--- src/rtl/muldiv_pkg.sv ---
// Shared op codes, FSM states and constants for the HI/LO multiply/divide controller.
// Also provides the magnitude helper used when a signed divide feeds the unsigned divider.
package muldiv_pkg;

  typedef enum logic [2:0] {
    OP_MULT  = 3'b000,
    OP_MULTU = 3'b001,
    OP_DIV   = 3'b010,
    OP_DIVU  = 3'b011,
    OP_MTHI  = 3'b100,
    OP_MTLO  = 3'b101,
    OP_NOP6  = 3'b110,
    OP_NOP7  = 3'b111
  } op_e;

  typedef enum logic [1:0] {
    ST_IDLE     = 2'd0,
    ST_MUL_WAIT = 2'd1,
    ST_DIV_RUN  = 2'd2,
    ST_DIV_FIX  = 2'd3
  } state_e;

  localparam int          DIV_ITERS = 32;
  localparam logic [31:0] DIV0_QUOT = 32'hFFFF_FFFF;

  function automatic logic [31:0] mag32(input logic [31:0] x, input logic is_signed);
    return (is_signed && x[31]) ? (~x + 32'd1) : x;
  endfunction

endpackage

--- src/rtl/muldiv_div_iter.sv ---
// 32-step restoring divider on unsigned operands; one quotient bit per clock after start.
// start loads the operands, last flags the final iteration edge, abort stops iterating.
module div_iter
  import muldiv_pkg::*;
(
  input  logic        clk,
  input  logic        rst_n,
  input  logic        start,
  input  logic        abort,
  input  logic [31:0] dividend,
  input  logic [31:0] divisor,
  output logic [31:0] quotient,
  output logic [31:0] remainder,
  output logic        last
);

  localparam logic [5:0] ITER_LAST = 6'(DIV_ITERS - 1);

  logic [31:0] quo_q, quo_d;
  logic [31:0] rem_q, rem_d;
  logic [31:0] dvs_q, dvs_d;
  logic [5:0]  cnt_q, cnt_d;
  logic        run_q, run_d;
  logic [32:0] trial;

  // Bit 32 of the trial subtraction is the borrow: set means restore.
  assign trial = {rem_q, quo_q[31]} - {1'b0, dvs_q};

  always_comb begin
    quo_d = quo_q;
    rem_d = rem_q;
    dvs_d = dvs_q;
    cnt_d = cnt_q;
    run_d = run_q;
    if (start) begin
      quo_d = dividend;
      rem_d = 32'd0;
      dvs_d = divisor;
      cnt_d = 6'd0;
      run_d = 1'b1;
    end else if (abort) begin
      run_d = 1'b0;
    end else if (run_q) begin
      if (!trial[32]) begin
        rem_d = trial[31:0];
        quo_d = {quo_q[30:0], 1'b1};
      end else begin
        rem_d = {rem_q[30:0], quo_q[31]};
        quo_d = {quo_q[30:0], 1'b0};
      end
      cnt_d = cnt_q + 6'd1;
      if (cnt_q == ITER_LAST) run_d = 1'b0;
    end
  end

  always_ff @(posedge clk or negedge rst_n) begin
    if (!rst_n) begin
      quo_q <= 32'd0;
      rem_q <= 32'd0;
      dvs_q <= 32'd0;
      cnt_q <= 6'd0;
      run_q <= 1'b0;
    end else begin
      quo_q <= quo_d;
      rem_q <= rem_d;
      dvs_q <= dvs_d;
      cnt_q <= cnt_d;
      run_q <= run_d;
    end
  end

  assign quotient  = quo_q;
  assign remainder = rem_q;
  assign last      = run_q && (cnt_q == ITER_LAST);

endmodule

--- src/rtl/muldiv_ctrl.sv ---
// HI/LO sequencer: MULT commits MUL_LAT edges after accept, DIV 33 edges after, MTHI/MTLO at accept.
// req_ready is low whenever an operation is in flight or flush is high; the issue stage holds the request.
module muldiv_ctrl
  import muldiv_pkg::*;
#(
  parameter int MUL_LAT = 2
) (
  input  logic        clk,
  input  logic        rst_n,
  input  logic        req_valid,
  output logic        req_ready,
  input  logic [2:0]  req_op,
  input  logic [31:0] req_a,
  input  logic [31:0] req_b,
  input  logic        flush,
  output logic [31:0] mul_a,
  output logic [31:0] mul_b,
  input  logic [63:0] mul_z_s,
  input  logic [63:0] mul_z_u,
  output logic        busy,
  output logic        done,
  output logic [31:0] hi,
  output logic [31:0] lo
);

  localparam int             CW       = (MUL_LAT > 1) ? $clog2(MUL_LAT) : 1;
  localparam logic [CW-1:0]  CNT_INIT = CW'(MUL_LAT - 1);

  state_e        state_q, state_d;
  op_e           op_q, op_d;
  op_e           req_op_e;
  logic [31:0]   a_q, a_d, b_q, b_d;
  logic [31:0]   hi_q, hi_d, lo_q, lo_d;
  logic [CW-1:0] cnt_q, cnt_d;
  logic          busy_q, busy_d, done_q, done_d;

  logic          accept, div_start, is_sdiv_req;
  logic [31:0]   div_quo, div_rem;
  logic          div_last;
  logic          sdiv, q_neg, r_neg, div0;
  logic [31:0]   q_fix, r_fix;

  assign req_op_e    = op_e'(req_op);
  assign req_ready   = (state_q == ST_IDLE) && !flush;
  assign accept      = req_valid && req_ready;
  assign div_start   = accept && (req_op_e == OP_DIV || req_op_e == OP_DIVU);
  assign is_sdiv_req = (req_op_e == OP_DIV);

  div_iter u_div_iter (
    .clk       (clk),
    .rst_n     (rst_n),
    .start     (div_start),
    .abort     (flush),
    .dividend  (mag32(req_a, is_sdiv_req)),
    .divisor   (mag32(req_b, is_sdiv_req)),
    .quotient  (div_quo),
    .remainder (div_rem),
    .last      (div_last)
  );

  // The divider works on magnitudes; signs are restored here from the latched raw operands.
  assign sdiv  = (op_q == OP_DIV);
  assign q_neg = sdiv && (a_q[31] ^ b_q[31]);
  assign r_neg = sdiv && a_q[31];
  assign div0  = (b_q == 32'd0);
  assign q_fix = q_neg ? (~div_quo + 32'd1) : div_quo;
  assign r_fix = r_neg ? (~div_rem + 32'd1) : div_rem;

  always_comb begin
    state_d = state_q;
    op_d    = op_q;
    a_d     = a_q;
    b_d     = b_q;
    hi_d    = hi_q;
    lo_d    = lo_q;
    cnt_d   = cnt_q;
    done_d  = 1'b0;
    case (state_q)
      ST_IDLE: begin
        if (accept) begin
          op_d = req_op_e;
          a_d  = req_a;
          b_d  = req_b;
          case (req_op_e)
            OP_MULT, OP_MULTU: begin
              state_d = ST_MUL_WAIT;
              cnt_d   = CNT_INIT;
            end
            OP_DIV, OP_DIVU: state_d = ST_DIV_RUN;
            OP_MTHI: begin
              hi_d   = req_a;
              done_d = 1'b1;
            end
            OP_MTLO: begin
              lo_d   = req_a;
              done_d = 1'b1;
            end
            default: ;
          endcase
        end
      end
      ST_MUL_WAIT: begin
        if (cnt_q == '0) begin
          {hi_d, lo_d} = (op_q == OP_MULT) ? mul_z_s : mul_z_u;
          done_d       = 1'b1;
          state_d      = ST_IDLE;
        end else begin
          cnt_d = cnt_q - CW'(1);
        end
      end
      ST_DIV_RUN: begin
        if (div_last) state_d = ST_DIV_FIX;
      end
      ST_DIV_FIX: begin
        lo_d    = div0 ? DIV0_QUOT : q_fix;
        hi_d    = div0 ? a_q : r_fix;
        done_d  = 1'b1;
        state_d = ST_IDLE;
      end
      default: state_d = ST_IDLE;
    endcase
    if (flush) begin
      state_d = ST_IDLE;
      hi_d    = hi_q;
      lo_d    = lo_q;
      done_d  = 1'b0;
    end
    busy_d = (state_d != ST_IDLE);
  end

  always_ff @(posedge clk or negedge rst_n) begin
    if (!rst_n) begin
      state_q <= ST_IDLE;
      op_q    <= OP_MULT;
      a_q     <= 32'd0;
      b_q     <= 32'd0;
      hi_q    <= 32'd0;
      lo_q    <= 32'd0;
      cnt_q   <= '0;
      busy_q  <= 1'b0;
      done_q  <= 1'b0;
    end else begin
      state_q <= state_d;
      op_q    <= op_d;
      a_q     <= a_d;
      b_q     <= b_d;
      hi_q    <= hi_d;
      lo_q    <= lo_d;
      cnt_q   <= cnt_d;
      busy_q  <= busy_d;
      done_q  <= done_d;
    end
  end

  assign mul_a = a_q;
  assign mul_b = b_q;
  assign busy  = busy_q;
  assign done  = done_q;
  assign hi    = hi_q;
  assign lo    = lo_q;

endmodule
--- config.mk ---
export PLATFORM = sky130hd
export DESIGN_NAME = muldiv_ctrl
export DESIGN_NICKNAME = d
export VERILOG_FILES = /design/src/rtl/muldiv_pkg.sv /design/src/rtl/muldiv_div_iter.sv /design/src/rtl/muldiv_ctrl.sv
export SDC_FILE = /design/constraint.sdc
export NUM_CORES = 1
export LEC_CHECK = 0
export CORE_MARGIN = 5
export CORE_UTILIZATION = 57
export CTS_CLUSTER_DIAMETER = 50
export DETAILED_ROUTE_END_ITERATION = 8
export HOLD_SLACK_MARGIN = 0.06
export PLACE_DENSITY_LB_ADDON = 0.05
export SLEW_MARGIN = 15
export SYNTH_ARGS = -nofsm -noshare
export SYNTH_HDL_FRONTEND = slang
export SYNTH_SLANG_ARGS = --single-unit
--- constraint.sdc ---
create_clock -name clk -period 9.6 [get_ports clk]
set_clock_uncertainty 0.15 [all_clocks]
set_input_delay 1.44 -clock clk [delete_from_list [all_inputs] [get_ports clk]]
set_output_delay 1.44 -clock clk [all_outputs]
set_load 0.005 [all_outputs]
==> results_tabular.tex <==
\begin{tabular}{lr}
\hline
Metric & Value \\
\hline
\multicolumn{2}{l}{\textbf{Detailed routing}} \\
Residual antenna-violating net count after detailed routing & 0 \\
Remaining DRCs & 0 \\
Number of search-and-repair iterations in the first detailed-routing pass & 6 \\
First DRT Iteration DRCs & between 1500 and 2000 \\
Total number of vias & roughly 17000 \\
Final Routed Wirelength & 59620 um \\
Post-detailed-route via-to-cell ratio & 6.096 \\
Wire length per cell & between 20 and 25 um \\
\multicolumn{2}{l}{\textbf{Finish}} \\
Footprint of the flip-flops and latches & about 6000 um\^{}2 \\
Signed area change from the synthesized netlist to the final layout & 28.34\% \\
Finished Layout Cells & 2749 \\
Most frequent cells in the layout & 463 x sky130\_fd\_sc\_hd\_\_nand2\_1, 328 x sky130\_fd\_sc\_hd\_\_clkdlybuf4s50\_1, 239 x sky130\_fd\_sc\_hd\_\_dfrtp\_1 \\
Final std cell area, no fill & about 21000 um\^{}2 \\
Layout cells sized above 1 & 0.04183 \\
Combined area of the multi-input logic cells & around 9300 um\^{}2 \\
Final-layout fill cell count & roughly 2200 \\
Layout Nets & about 2600 \\
Most common cell after layout, fill and taps aside & sky130\_fd\_sc\_hd\_\_nand2\_1 \\
\multicolumn{2}{l}{\textbf{Critical path}} \\
Required arrival time at the worst endpoint & between 9 and 10 ns \\
Cell at the slowest stage of the critical path & sky130\_fd\_sc\_hd\_\_buf\_4 \\
CP max FO & about 110 \\
Critical Path, Cell by Cell & clkdlybuf4s50\_1 -> nor3\_1 -> nand2\_2 -> buf\_4 -> nor2\_1 -> nand2\_4 -> buf\_4 -> and3\_1 -> a41oi\_1 -> o41ai\_1 \\
Gate family responsible for the most delay along the worst path & buffers and inverters \\
Worst r2r path cells & 10 \\
Endpoint of the worst-slack reg-to-reg timing path & u\_div\_iter.remainder[27] \\
Dominant cell type by count on the critical path & sky130\_fd\_sc\_hd\_\_buf\_4 \\
Slowest Stage Delay on Critical Path & a little under 0.8 ns \\
Reg-to-reg slack, setup & 5.56 ns \\
Crit path arrival time & 4.91 ns \\
Startpoint of the most critical register-to-register path & u\_div\_iter.remainder[2] \\
Setup crit start kind & input port \\
Bufs and invs on worst path & 3 \\
Classification of the worst setup path & input port to flop \\
Kind of end point of the critical path & flop \\
\multicolumn{2}{l}{\textbf{Min path}} \\
Worst Hold Class & flop to flop \\
Cell count of the worst hold path & 2 \\
Worst Hold Endpoint & u\_div\_iter.dvs\_q[3] \\
Worst hold start & u\_div\_iter.dvs\_q[3] \\
\multicolumn{2}{l}{\textbf{Timing}} \\
Final worst path period share & 0.4865 \\
Highest achievable clock rate & 0.2141 GHz \\
Number of hold-slack violations in the final timing report & 0 \\
Number of slew-limit violations in the final report & 0 \\
Final min period & between 4 and 5 ns \\
Relative max-transition margin & 0.3215 \\
Setup repair after global routing missed its margin & false \\
Setup Viol. Count Final & 0 \\
Worst Max-Slew Pin Slew & 1.018 ns \\
Setup Total Neg Slack & 0 ns \\
\multicolumn{2}{l}{\textbf{Floorplanning}} \\
DIE WIDTH & between 150 and 200 um \\
IO Pins & 330 \\
Core footprint & 27780 um\^{}2 \\
Standard-cell row count & 61 \\
Starting density of the core & 0.5757 \\
Die Y & around 180 um \\
Die area & between 30000 and 40000 um\^{}2 \\
\multicolumn{2}{l}{\textbf{Global routing}} \\
Total Routing Usage GR & 0.3664 \\
First-pass GRT wire length & about 90000 um \\
Grt ovf & 0 \\
Met1 usage & 0.4556 \\
Busiest layer in global routing & met2 \\
Pin count of the biggest net entering global routing & 109 \\
Antenna violations before repair & 5 \\
Met3 usage & 0.08820 \\
Met2 GRT Util & 0.5942 \\
Number of global-route vias before repair & 15840 \\
\multicolumn{2}{l}{\textbf{Power and ir drop}} \\
Lkg Pwr & around 8.7 nW \\
Power per Cell Area & between 200 and 300 nW/um\^{}2 \\
Maximum ir drop on the vdd rail & 0.2415 mV \\
\multicolumn{2}{l}{\textbf{Clocking}} \\
Inserted Clock Buffers & 34 \\
Buffer count from post-CTS setup fixing & 0 \\
Hold buffer count at CTS & 0 \\
Max H-tree Level & 2 \\
Worst-skew pair later-pin latency & about 0.51 ns \\
Buffer cell driving the clock tree root & sky130\_fd\_sc\_hd\_\_clkbuf\_16 \\
Clock transition at the registers of the reported paths & 0.06 ns \\
Post-cts resize count & 0 \\
Clk buf depth & 3 \\
TritonCTS Sinks & between 200 and 250 \\
CTS tree & built \\
\multicolumn{2}{l}{\textbf{Status}} \\
Run status & finished clean \\
\multicolumn{2}{l}{\textbf{Yosys}} \\
FF+latch count, synth & about 240 \\
Async S/R FF share, synth & 1.000 \\
Sequential element share of the synthesized area & 0.3740 \\
Post-Syn Instances & about 2100 \\
Avg Inst Size Synth & between 7 and 8 um\^{}2 \\
Ys flop type & sky130\_fd\_sc\_hd\_\_dfrtp\_1 \\
EDFF count, synth & 0 \\
Number of distinct library cells after synthesis & 64 \\
Cell Area, Synth & 15990 um\^{}2 \\
Synth warnings & 0 \\
Mapped Nets & 2339 \\
\multicolumn{2}{l}{\textbf{Place}} \\
Cell Count Post-Placement & 2688 \\
Final RePlAce weighted congestion & between 0.9 and 1 \\
Count of input and output buffers & roughly 330 \\
HPWL Detailed & about 45000 um \\
Dpl cell area & about 19000 um\^{}2 \\
\multicolumn{2}{l}{\textbf{Job}} \\
Maxcap violations & 0 \\
\hline
\end{tabular}
kinds of logic (layout without fill, tap and decap cells):
group	after synthesis	in the layout	share of synthesized area
AO/OA/AOI/OAI	622	622	0.2285
multiplexers	30	30	0.01901
AND/OR/NAND/NOR	823	823	0.2198
XOR/XNOR	145	145	0.07941
buffers and inverters	205	470	0.04905
adder cells (fa/ha/maj)	38	38	0.03020
flip-flops	239	239	0.3740
other	0	4	0
metal layers:
layer | vias to the layer above | routed length [um]
li1 | 7809 | -
met1 | 7869 | 22090
met2 | 871 | 27830
met3 | 207 | 5956
met4 | 2 | 3731
met5 | - | 13
power by group:
group | internal (mW) | total, mW | switching [mW]
logic | 1.20 | 2.68 | 1.48
clock network | 0.755 | 1.23 | 0.477
registers | 1.32 | 1.70 | 0.384
layout make-up:
cell class,instances,area share
Tap cell,378,0.02304
Clock buffer,42,0.04590
Clock inverter,15,0.007803
Multi-Input combinational cell,1658,0.4522
Antenna cell,4,0.0004877
Inverter,67,0.01225
Timing Repair Buffer,346,0.1669
Sequential cell,239,0.2914
registers in the layout, summed over array words and instances, names as in the netlist, 2 cells and up:
| signal | count |
|---|---|
| mul_b | 32 |
| u_div_iter.dvs_q | 32 |
| lo | 32 |
| mul_a | 32 |
| u_div_iter.quotient | 32 |
| u_div_iter.cnt_q | 6 |
| hi | 32 |
| u_div_iter.remainder | 32 |
| op_q | 3 |
| state_q | 2 |
metrics by stage:
stage	hold WS, ns	worst slack [ns]	utilization	power [mW]
final	0.3257	4.930	0.7388	5.610
after global placement	0.3122	4.610	0.6987	4.263
after detailed placement	0.3205	4.519	0.6987	4.323
after floorplan	0.2998	6.010	-	3.290
after global routing	0.3457	4.623	0.7388	5.969
after CTS	0.3331	5.029	0.7384	5.570
Yosys cell counts, drive strengths merged (10+ instances only):
master | count | share of area
nand2 | 466 | 0.11
nor2 | 179 | 0.042
xor2 | 65 | 0.036
a31oi | 46 | 0.018
and3 | 20 | 0.0078
a211oi | 27 | 0.013
nand2b | 10 | 0.0039
or3 | 16 | 0.0063
buf | 14 | 0.0040
a21oi | 228 | 0.071
o21ai | 203 | 0.064
dfrtp | 239 | 0.37
o211ai | 14 | 0.0066
o41ai | 10 | 0.0067
nand3 | 18 | 0.0056
clkbuf | 124 | 0.029
xnor2 | 80 | 0.044
mux2i | 27 | 0.017
and2 | 11 | 0.0043
o31ai | 21 | 0.010
nand4 | 13 | 0.0051
nor4 | 17 | 0.0066
inv | 67 | 0.016
or4 | 12 | 0.0063
nor3 | 35 | 0.011
ha | 37 | 0.029
a221oi | 22 | 0.012
how the worst max path moves through the flow:
stage                         from                  endpoint  slack (ns)  cells after the start
after floorplan           req_b[4]      u_div_iter.dvs_q[29]        6.01                      8
after global placement       flush  u_div_iter.remainder[27]        4.61                     10
after detailed placement     flush  u_div_iter.remainder[27]        4.52                     10
after CTS                    flush  u_div_iter.remainder[27]        5.03                     10
after global routing         flush  u_div_iter.remainder[27]        4.62                     10
final                        flush  u_div_iter.remainder[27]        4.93                     10
worst reg2reg max path, cell delays in order (launching register included):
cell                        delay, ns
sky130_fd_sc_hd__dfrtp_1         0.48
sky130_fd_sc_hd__ha_1            0.40
sky130_fd_sc_hd__o211ai_1        0.10
sky130_fd_sc_hd__a21o_1          0.18
sky130_fd_sc_hd__a31o_1          0.24
sky130_fd_sc_hd__a2111oi_0       0.82
sky130_fd_sc_hd__o32a_1          0.54
sky130_fd_sc_hd__a31oi_1         0.24
sky130_fd_sc_hd__mux2i_1         0.16
sky130_fd_sc_hd__a211o_1         0.33
sky130_fd_sc_hd__o41ai_1         0.28
(Power assumes the default switching activity.)
